--- src/rtl/uart_pkg.sv ---
// ----------------------------------------------------------------------------
// uart_pkg
//  Shared definitions for the streaming UART transmitter:
//  parity mode encodings, transmitter FSM state encoding and the
//  helpers used to reject illegal parameter sets at elaboration.
// ----------------------------------------------------------------------------
package uart_pkg;

  localparam int PARITY_NONE = 0;
  localparam int PARITY_ODD  = 1;
  localparam int PARITY_EVEN = 2;

  typedef enum logic [2:0] {
    ST_IDLE   = 3'd0,
    ST_START  = 3'd1,
    ST_DATA   = 3'd2,
    ST_PARITY = 3'd3,
    ST_STOP   = 3'd4
  } tx_state_t;

  function automatic bit is_pow2(input int v);
    return (v > 0) && ((v & (v - 1)) == 0);
  endfunction

  function automatic bit params_ok(input int clk_div, input int data_bits,
                                   input int parity, input int stop_bits,
                                   input int fifo_depth);
    return (clk_div >= 2) &&
           (data_bits >= 5) && (data_bits <= 8) &&
           ((parity == PARITY_NONE) || (parity == PARITY_ODD) ||
            (parity == PARITY_EVEN)) &&
           ((stop_bits == 1) || (stop_bits == 2)) &&
           (fifo_depth >= 2) && is_pow2(fifo_depth);
  endfunction

endpackage

--- src/rtl/sync_fifo.sv ---
// ----------------------------------------------------------------------------
// sync_fifo
//  Single-clock FIFO with first-word fall-through read data and a fill level.
//  Pointers carry one extra MSB so full and empty are distinguishable
//  without a separate counter.
// Ports
//  clk, rst_n   clock, async active-low reset (flushes pointers)
//  wr_en        write request; ignored while full
//  wr_data      word to write
//  rd_en        read (pop) request; ignored while empty
//  rd_data      head of the FIFO, valid whenever empty = 0
//  full, empty  status flags
//  level        number of words held, 0..DEPTH
// ----------------------------------------------------------------------------
module sync_fifo #(
  parameter int WIDTH = 8,
  parameter int DEPTH = 16
) (
  input  logic                     clk,
  input  logic                     rst_n,
  input  logic                     wr_en,
  input  logic [WIDTH-1:0]         wr_data,
  input  logic                     rd_en,
  output logic [WIDTH-1:0]         rd_data,
  output logic                     full,
  output logic                     empty,
  output logic [$clog2(DEPTH):0]   level
);

  localparam int AW = $clog2(DEPTH);

  logic [WIDTH-1:0] mem [DEPTH];
  logic [AW:0]      wr_ptr;
  logic [AW:0]      rd_ptr;
  logic             do_wr;
  logic             do_rd;

  assign full  = (wr_ptr[AW] != rd_ptr[AW]) && (wr_ptr[AW-1:0] == rd_ptr[AW-1:0]);
  assign empty = (wr_ptr == rd_ptr);
  assign level = wr_ptr - rd_ptr;

  // A write while full is refused even if a read happens on the same edge.
  assign do_wr = wr_en && !full;
  assign do_rd = rd_en && !empty;

  assign rd_data = mem[rd_ptr[AW-1:0]];

  always_ff @(posedge clk) begin
    if (do_wr) mem[wr_ptr[AW-1:0]] <= wr_data;
  end

  always_ff @(posedge clk or negedge rst_n) begin
    if (!rst_n) begin
      wr_ptr <= '0;
      rd_ptr <= '0;
    end else begin
      if (do_wr) wr_ptr <= wr_ptr + 1'b1;
      if (do_rd) rd_ptr <= rd_ptr + 1'b1;
    end
  end

endmodule

--- src/rtl/uart_tx_stream.sv ---
// ----------------------------------------------------------------------------
// uart_tx_stream
//  UART transmitter fed by a valid/ready stream through a TX FIFO.
//  Frames are sent back-to-back with no idle gap while words are queued.
//  Each bit lasts CLK_DIV clocks; the baud counter restarts every frame.
// Ports
//  clk         system clock
//  rst_n       async active-low reset; aborts any frame and flushes the FIFO
//  s_data      word to transmit
//  s_valid     s_data valid
//  s_ready     FIFO not full
//  tx          serial line, idle high, registered
//  busy        frame in progress or words queued
//  tx_done     one-cycle pulse in the last cycle of the last stop bit on tx
//  fifo_level  words currently queued
//
//  state     | meaning
//  ST_IDLE   | line idle, waiting for a queued word
//  ST_START  | start bit (low)
//  ST_DATA   | data bits, LSB first
//  ST_PARITY | parity bit over the data bits
//  ST_STOP   | stop bit(s) (high); pops the next word on the final cycle
// ----------------------------------------------------------------------------
module uart_tx_stream
  import uart_pkg::*;
#(
  parameter int CLK_DIV    = 60,
  parameter int DATA_BITS  = 8,
  parameter int PARITY     = 0,
  parameter int STOP_BITS  = 1,
  parameter int FIFO_DEPTH = 16
) (
  input  logic                          clk,
  input  logic                          rst_n,
  input  logic [DATA_BITS-1:0]          s_data,
  input  logic                          s_valid,
  output logic                          s_ready,
  output logic                          tx,
  output logic                          busy,
  output logic                          tx_done,
  output logic [$clog2(FIFO_DEPTH):0]   fifo_level
);

  if (!params_ok(CLK_DIV, DATA_BITS, PARITY, STOP_BITS, FIFO_DEPTH)) begin : g_bad_params
    $error("uart_tx_stream: illegal parameter set");
  end

  localparam int CNT_W = (CLK_DIV > 2) ? $clog2(CLK_DIV) : 1;
  localparam int IDX_W = 3;
  localparam logic [CNT_W-1:0] CNT_LAST  = CNT_W'(CLK_DIV - 1);
  localparam logic [IDX_W-1:0] DATA_LAST = IDX_W'(DATA_BITS - 1);
  localparam logic [IDX_W-1:0] STOP_LAST = IDX_W'(STOP_BITS - 1);

  tx_state_t             state;
  logic [CNT_W-1:0]      baud_cnt;
  logic [IDX_W-1:0]      bit_idx;
  logic [DATA_BITS-1:0]  shreg;
  logic                  par_bit;
  logic                  line;
  logic                  bit_end;
  logic                  frame_end;
  logic                  push;
  logic                  pop;
  logic                  fifo_full;
  logic                  fifo_empty;
  logic [DATA_BITS-1:0]  head;

  // fifo_full is exactly fifo_level == FIFO_DEPTH
  assign s_ready = !fifo_full;
  assign push    = s_valid && s_ready;

  sync_fifo #(
    .WIDTH (DATA_BITS),
    .DEPTH (FIFO_DEPTH)
  ) u_fifo (
    .clk     (clk),
    .rst_n   (rst_n),
    .wr_en   (push),
    .wr_data (s_data),
    .rd_en   (pop),
    .rd_data (head),
    .full    (fifo_full),
    .empty   (fifo_empty),
    .level   (fifo_level)
  );

  assign bit_end   = (baud_cnt == CNT_LAST);
  assign frame_end = (state == ST_STOP) && bit_end && (bit_idx == STOP_LAST);

  // Pop from idle, or on the last stop cycle so the next start bit follows
  // without a gap.
  assign pop  = !fifo_empty && ((state == ST_IDLE) || frame_end);
  assign busy = (state != ST_IDLE) || (fifo_level != '0);

  always_comb begin
    line = 1'b1;
    case (state)
      ST_START:  line = 1'b0;
      ST_DATA:   line = shreg[0];
      ST_PARITY: line = par_bit;
      default:   line = 1'b1;
    endcase
  end

  // tx and tx_done are registered copies of the state-derived values, so the
  // line trails the FSM by one clock (pop edge -> tx low one clock later).
  always_ff @(posedge clk or negedge rst_n) begin
    if (!rst_n) begin
      state    <= ST_IDLE;
      baud_cnt <= '0;
      bit_idx  <= '0;
      shreg    <= '0;
      par_bit  <= 1'b0;
      tx       <= 1'b1;
      tx_done  <= 1'b0;
    end else begin
      tx      <= line;
      tx_done <= frame_end;

      if (pop) begin
        shreg   <= head;
        par_bit <= (PARITY == PARITY_ODD) ? ~^head : ^head;
      end

      case (state)
        ST_IDLE: begin
          baud_cnt <= '0;
          bit_idx  <= '0;
          if (pop) state <= ST_START;
        end
        default: begin
          if (!bit_end) begin
            baud_cnt <= baud_cnt + 1'b1;
          end else begin
            baud_cnt <= '0;
            case (state)
              ST_START: begin
                state   <= ST_DATA;
                bit_idx <= '0;
              end
              ST_DATA: begin
                shreg <= shreg >> 1;
                if (bit_idx == DATA_LAST) begin
                  bit_idx <= '0;
                  state   <= (PARITY != PARITY_NONE) ? ST_PARITY : ST_STOP;
                end else begin
                  bit_idx <= bit_idx + 1'b1;
                end
              end
              ST_PARITY: begin
                state   <= ST_STOP;
                bit_idx <= '0;
              end
              ST_STOP: begin
                if (bit_idx == STOP_LAST) begin
                  bit_idx <= '0;
                  state   <= pop ? ST_START : ST_IDLE;
                end else begin
                  bit_idx <= bit_idx + 1'b1;
                end
              end
              default: state <= ST_IDLE;
            endcase
          end
        end
      endcase
    end
  end

endmodule

--- config.mk ---
export PLATFORM = sky130hd
export DESIGN_NAME = uart_tx_stream
export DESIGN_NICKNAME = d
export VERILOG_FILES = /design/src/rtl/uart_pkg.sv /design/src/rtl/sync_fifo.sv /design/src/rtl/uart_tx_stream.sv
export SDC_FILE = /design/constraint.sdc
export NUM_CORES = 1
export LEC_CHECK = 0
export CORE_MARGIN = 5
export CORE_UTILIZATION = 54
export DETAILED_ROUTE_END_ITERATION = 16
export PLACE_DENSITY = 0.71
export SLEW_MARGIN = 20
export SYNTH_ARGS = -nofsm -noshare
export SYNTH_HDL_FRONTEND = slang
export SYNTH_SLANG_ARGS = --single-unit
--- constraint.sdc ---
create_clock -name clk -period 3.16 [get_ports clk]
set_input_delay 0.948 -clock clk [delete_from_list [all_inputs] [get_ports clk]]
set_output_delay 0.948 -clock clk [all_outputs]
set_load 0.01 [all_outputs]
==> impl_results.md, run 1 <==
- Initial antenna violation count: 0
- Clock transition at path regs: around 0.07 ns
- Met2 Wirelength: 6.64 mm
- Final cell count without fillers: 644
- Die X-Extent: 122 µm
- Worst slew pin tran: roughly 0.77 ns
- P_int: approximately 4100 µW
- Fmax: 327 MHz
- Status: completed
- Initial Util: 0.556
- GRT Total Usage: 0.186
- Io pins: 20
- Clock power share: 0.367
- CP startpoint kind: register
- Fillcell total: 837
- Final hold vios: 0
- CP max-delay cell: dfrtp_2
- Core area: 12200 µm²
- Part of the power in registers: 0.469
- Mapped Nets: 440
- Post-Syn Area: 6760 µm²
- Post-Route M1 WL: 5.52 mm
- DR pass1 iterations: 4
- Switching Fraction: 0.255
- Hold-fix buffers, CTS: 0
- Iteration-0 DRC count of the detailed router: 290
- HPWL after DPL: 8.40 mm
- Critical path cell sequence: ha_4 -> fa_2 -> nor2b_1 -> o21ai_1 -> nand2b_1 -> xnor2_2 -> nor2_1 -> nand4_1 -> buf_2
- Clk_lat worst skew: 0.42 ns
- Mapped Cells: 415
- RSZ-0062 raised after global routing: yes
- Avg WL per Cell: 20.0 µm
- Number of synthesized flops with an enable pin: 128
- DRC: 0
- Net Switching: 1400 µW
- Asr flop ratio synth: 0.205
- First-pass GRT wire length: 20.3 mm
- Post-synthesis sequential area ratio: 0.691
- Die height: 122 µm
- Worst Path Arrival: 2.11 ns
- Peak supply drop: 0.000510 V
- H-tree depth: 4
- Synth Flop Type: edfxtp_1
- Max Transition Viols Final: 0
- Num CTS Buffers: 17
- GP Congestion: 0.808
- DIE AREA: between 10000 and 15000 µm²
- Seq cells post-synth: 161
- Tot Pwr: 5470 µW
- Vias in the first global route: 3697
- Slew headroom: 0.488
- Count of final setup violators: 0
- DR vias: 3596
- Largest net degree at the start of global routing: 36
- GRT Residual Overflow: 0
- Leakage: 0.00280 µW
- IO buf count: 19
- Combinational share of power: 0.164
- P&R area growth vs syn: 16.4%
- Synth Warn #: 0
- Final Critical Period: 3.05 ns
- CTS Buffer Depth: 2
- Unique masters post-synth: 34
- CTS Sinks: 161
- Maxcap violations: 0
- Worst Setup Path Type: reg2out
- DRT Wirelength: 12.9 mm
- CTS tree: yes
- Clock root buffer: clkbuf_16
- Max incr delay on CP: ~0.43 ns
- Mean Syn Cell Area: 16.3 µm²
- FP Rows: 40
- Met3 WL: 415 µm
- Finished Core Util: 0.647
- Required time of the critical path: 2.21 ns
- Crit-path max FO: 2
- Post-route ant nets: 0
- Final Skew: roughly 0.013 ns
- Pwr per Cell Area: 696 nW/µm²
- Layout cells sized above 1: 0.218
- CP endpoint kind: output pin
- Vias/cell: 5.58
- Ant diodes: 0
- Hold WC Path Type: reg2reg
- Final nets: slightly below 500
- Top Layer Used: met4
- Period Utilization, post-route: 0.967
- Placed cells: 609
==> stage by stage <==
stage / hold WS (ns) / TNS [ns] / instance area, µm² / setup slack (ns)
CTS: 0.472 / 0 / 7820 / 0.000946
finish: 0.473 / 0 / 7870 / 0.105
global route: 0.499 / -0.136 / 7870 / -0.0772
detailed placement: 0.465 / 0 / 7240 / 0.0442
global placement: 0.448 / 0 / 7240 / 0.106
floorplan: 0.433 / 0 / 6760 / 0.141
==> flip-flops by register name, summed over array words and instances, names as in the netlist <==
register	count
shreg	8
u_fifo.rd_ptr	5
tx_done	1
u_fifo.mem	128
par_bit	1
tx	1
state	3
bit_idx	3
u_fifo.wr_ptr	5
baud_cnt	6
==> cells in the final DEF, fill, tap and decap left out, drive strengths merged, types with 5 or more instances in the layout <==
cell type	count
a21oi	8
a22oi	16
buf	32
clkbuf	17
clkdlybuf4s50	15
clkinv	6
dfrtp	32
edfxtp	128
ha	13
inv	17
mux2i	8
mux4	32
nand2	34
nand2b	7
nand4	5
nor2	30
nor3	5
o21ai	16
xnor2	18
xor2	5
==> cells in the mapped netlist (2+ instances only) <==
cell type	number	area [µm²]
nand2_1	34	128
xnor2_1	18	158
mux4_2	32	721
nor2_1	30	113
buf_1	2	7.51
o21ai_0	16	80.1
and3_1	2	12.5
buf_6	5	56.3
xor2_1	5	43.8
inv_1	13	48.8
mux2i_1	8	80.1
nor3_1	5	25.0
a21oi_1	8	40.0
dfrtp_1	32	801
ha_1	13	163
or3_1	4	25.0
nand3_1	2	10.0
nand4_1	5	31.3
and2_1	2	12.5
nand2b_1	7	43.8
a22oi_1	16	120
a21o_1	3	22.5
buf_2	4	20.0
clkbuf_1	9	33.8
edfxtp_1	128	3840
nor2b_1	4	25.0
==> power by group through the flow <==
stage               sequential (µW)  combinational (µW)  clock [µW]
floorplan                      2580                 495           0
global placement               2590                 846           0
finish                         2560                 900        2010
detailed placement             2600                 869           0
CTS                            2560                 843        2060
global route                   2580                 984        2140
==> routing by layer <==
metal  track usage  vias up
met2         0.302       64
met5             0        -
met4        0.0728        0
met1         0.245     1845
li1              -     1668
met3        0.0446       19
==> final cells by class <==
cell class | instances | area [µm²] | area share
clock buffers | 17 | 425 | 0.0541
inverters | 13 | 48.8 | 0.00620
well taps | 168 | 210 | 0.0267
flip-flops and latches | 161 | 4670 | 0.594
repair buffers | 50 | 414 | 0.0526
clock inverters | 15 | 159 | 0.0202
multi-input cells | 220 | 1930 | 0.246
==> path summary, 6_finish.rpt <==
check | cells after the start | startpoint | end | slack (ns)
worst max register to register | 8 | u_fifo.rd_ptr[0]$_DFFE_PN0P_ | par_bit$_DFFE_PN0N_ | 0.41
worst min register to register | 1 | baud_cnt[0]$_DFF_PN0_ | baud_cnt[0]$_DFF_PN0_ | 0.47
worst min-delay path | 1 | baud_cnt[0]$_DFF_PN0_ | baud_cnt[0]$_DFF_PN0_ | 0.47
worst max-delay path | 9 | u_fifo.rd_ptr[0]$_DFFE_PN0P_ | busy | 0.11
max in group asynchronous | 2 | rst_n | tx$_DFF_PN1_ | 1.89
min in group asynchronous | 2 | rst_n | baud_cnt[4]$_DFF_PN0_ | 0.93
==> timing repair <==
item / in CTS / in global routing
endpoints found under the setup margin: 4 / 3
gates resized for setup: 8 / 7
pin swaps: 0 / 4
hold endpoints to repair: 0 / 0
buffers inserted: 0 / 3
==> worst max-delay path, delay by kind of cell, from the launching register on <==
family / cells / cell delay, ns
buffers and inverters: 1 / 0.16
AND/OR/NAND/NOR: 4 / 0.43
XOR/XNOR: 1 / 0.08
flip-flops: 1 / 0.43
AO/OA/AOI/OAI: 1 / 0.07
adder cells (fa/ha/maj): 2 / 0.53
==> kinds of logic (layout without fill, tap and decap cells) <==
group / Yosys count / after routing / share of synthesized area
compound gates: 47 / 47 / 0.0437
xor+xnor: 23 / 23 / 0.0298
fa+ha+maj: 14 / 14 / 0.0270
buf+inv: 34 / 95 / 0.0257
flops: 161 / 161 / 0.691
mux: 40 / 40 / 0.119
simple gates: 96 / 96 / 0.0639
(Power assumes the default switching activity.)
==> run 2, diff against run 1 <==
--- a/config.mk
+++ b/config.mk
@@ -5,6 +5,7 @@
 export SDC_FILE = /design/constraint.sdc
 export NUM_CORES = 1
 export LEC_CHECK = 0
+export ABC_CLOCK_PERIOD_IN_PS = 3160
 export CORE_MARGIN = 5
 export CORE_UTILIZATION = 54
 export DETAILED_ROUTE_END_ITERATION = 16
==> results of run 2 <==
Same layout as run 1: the final DEF is identical, and so are final timing and power.
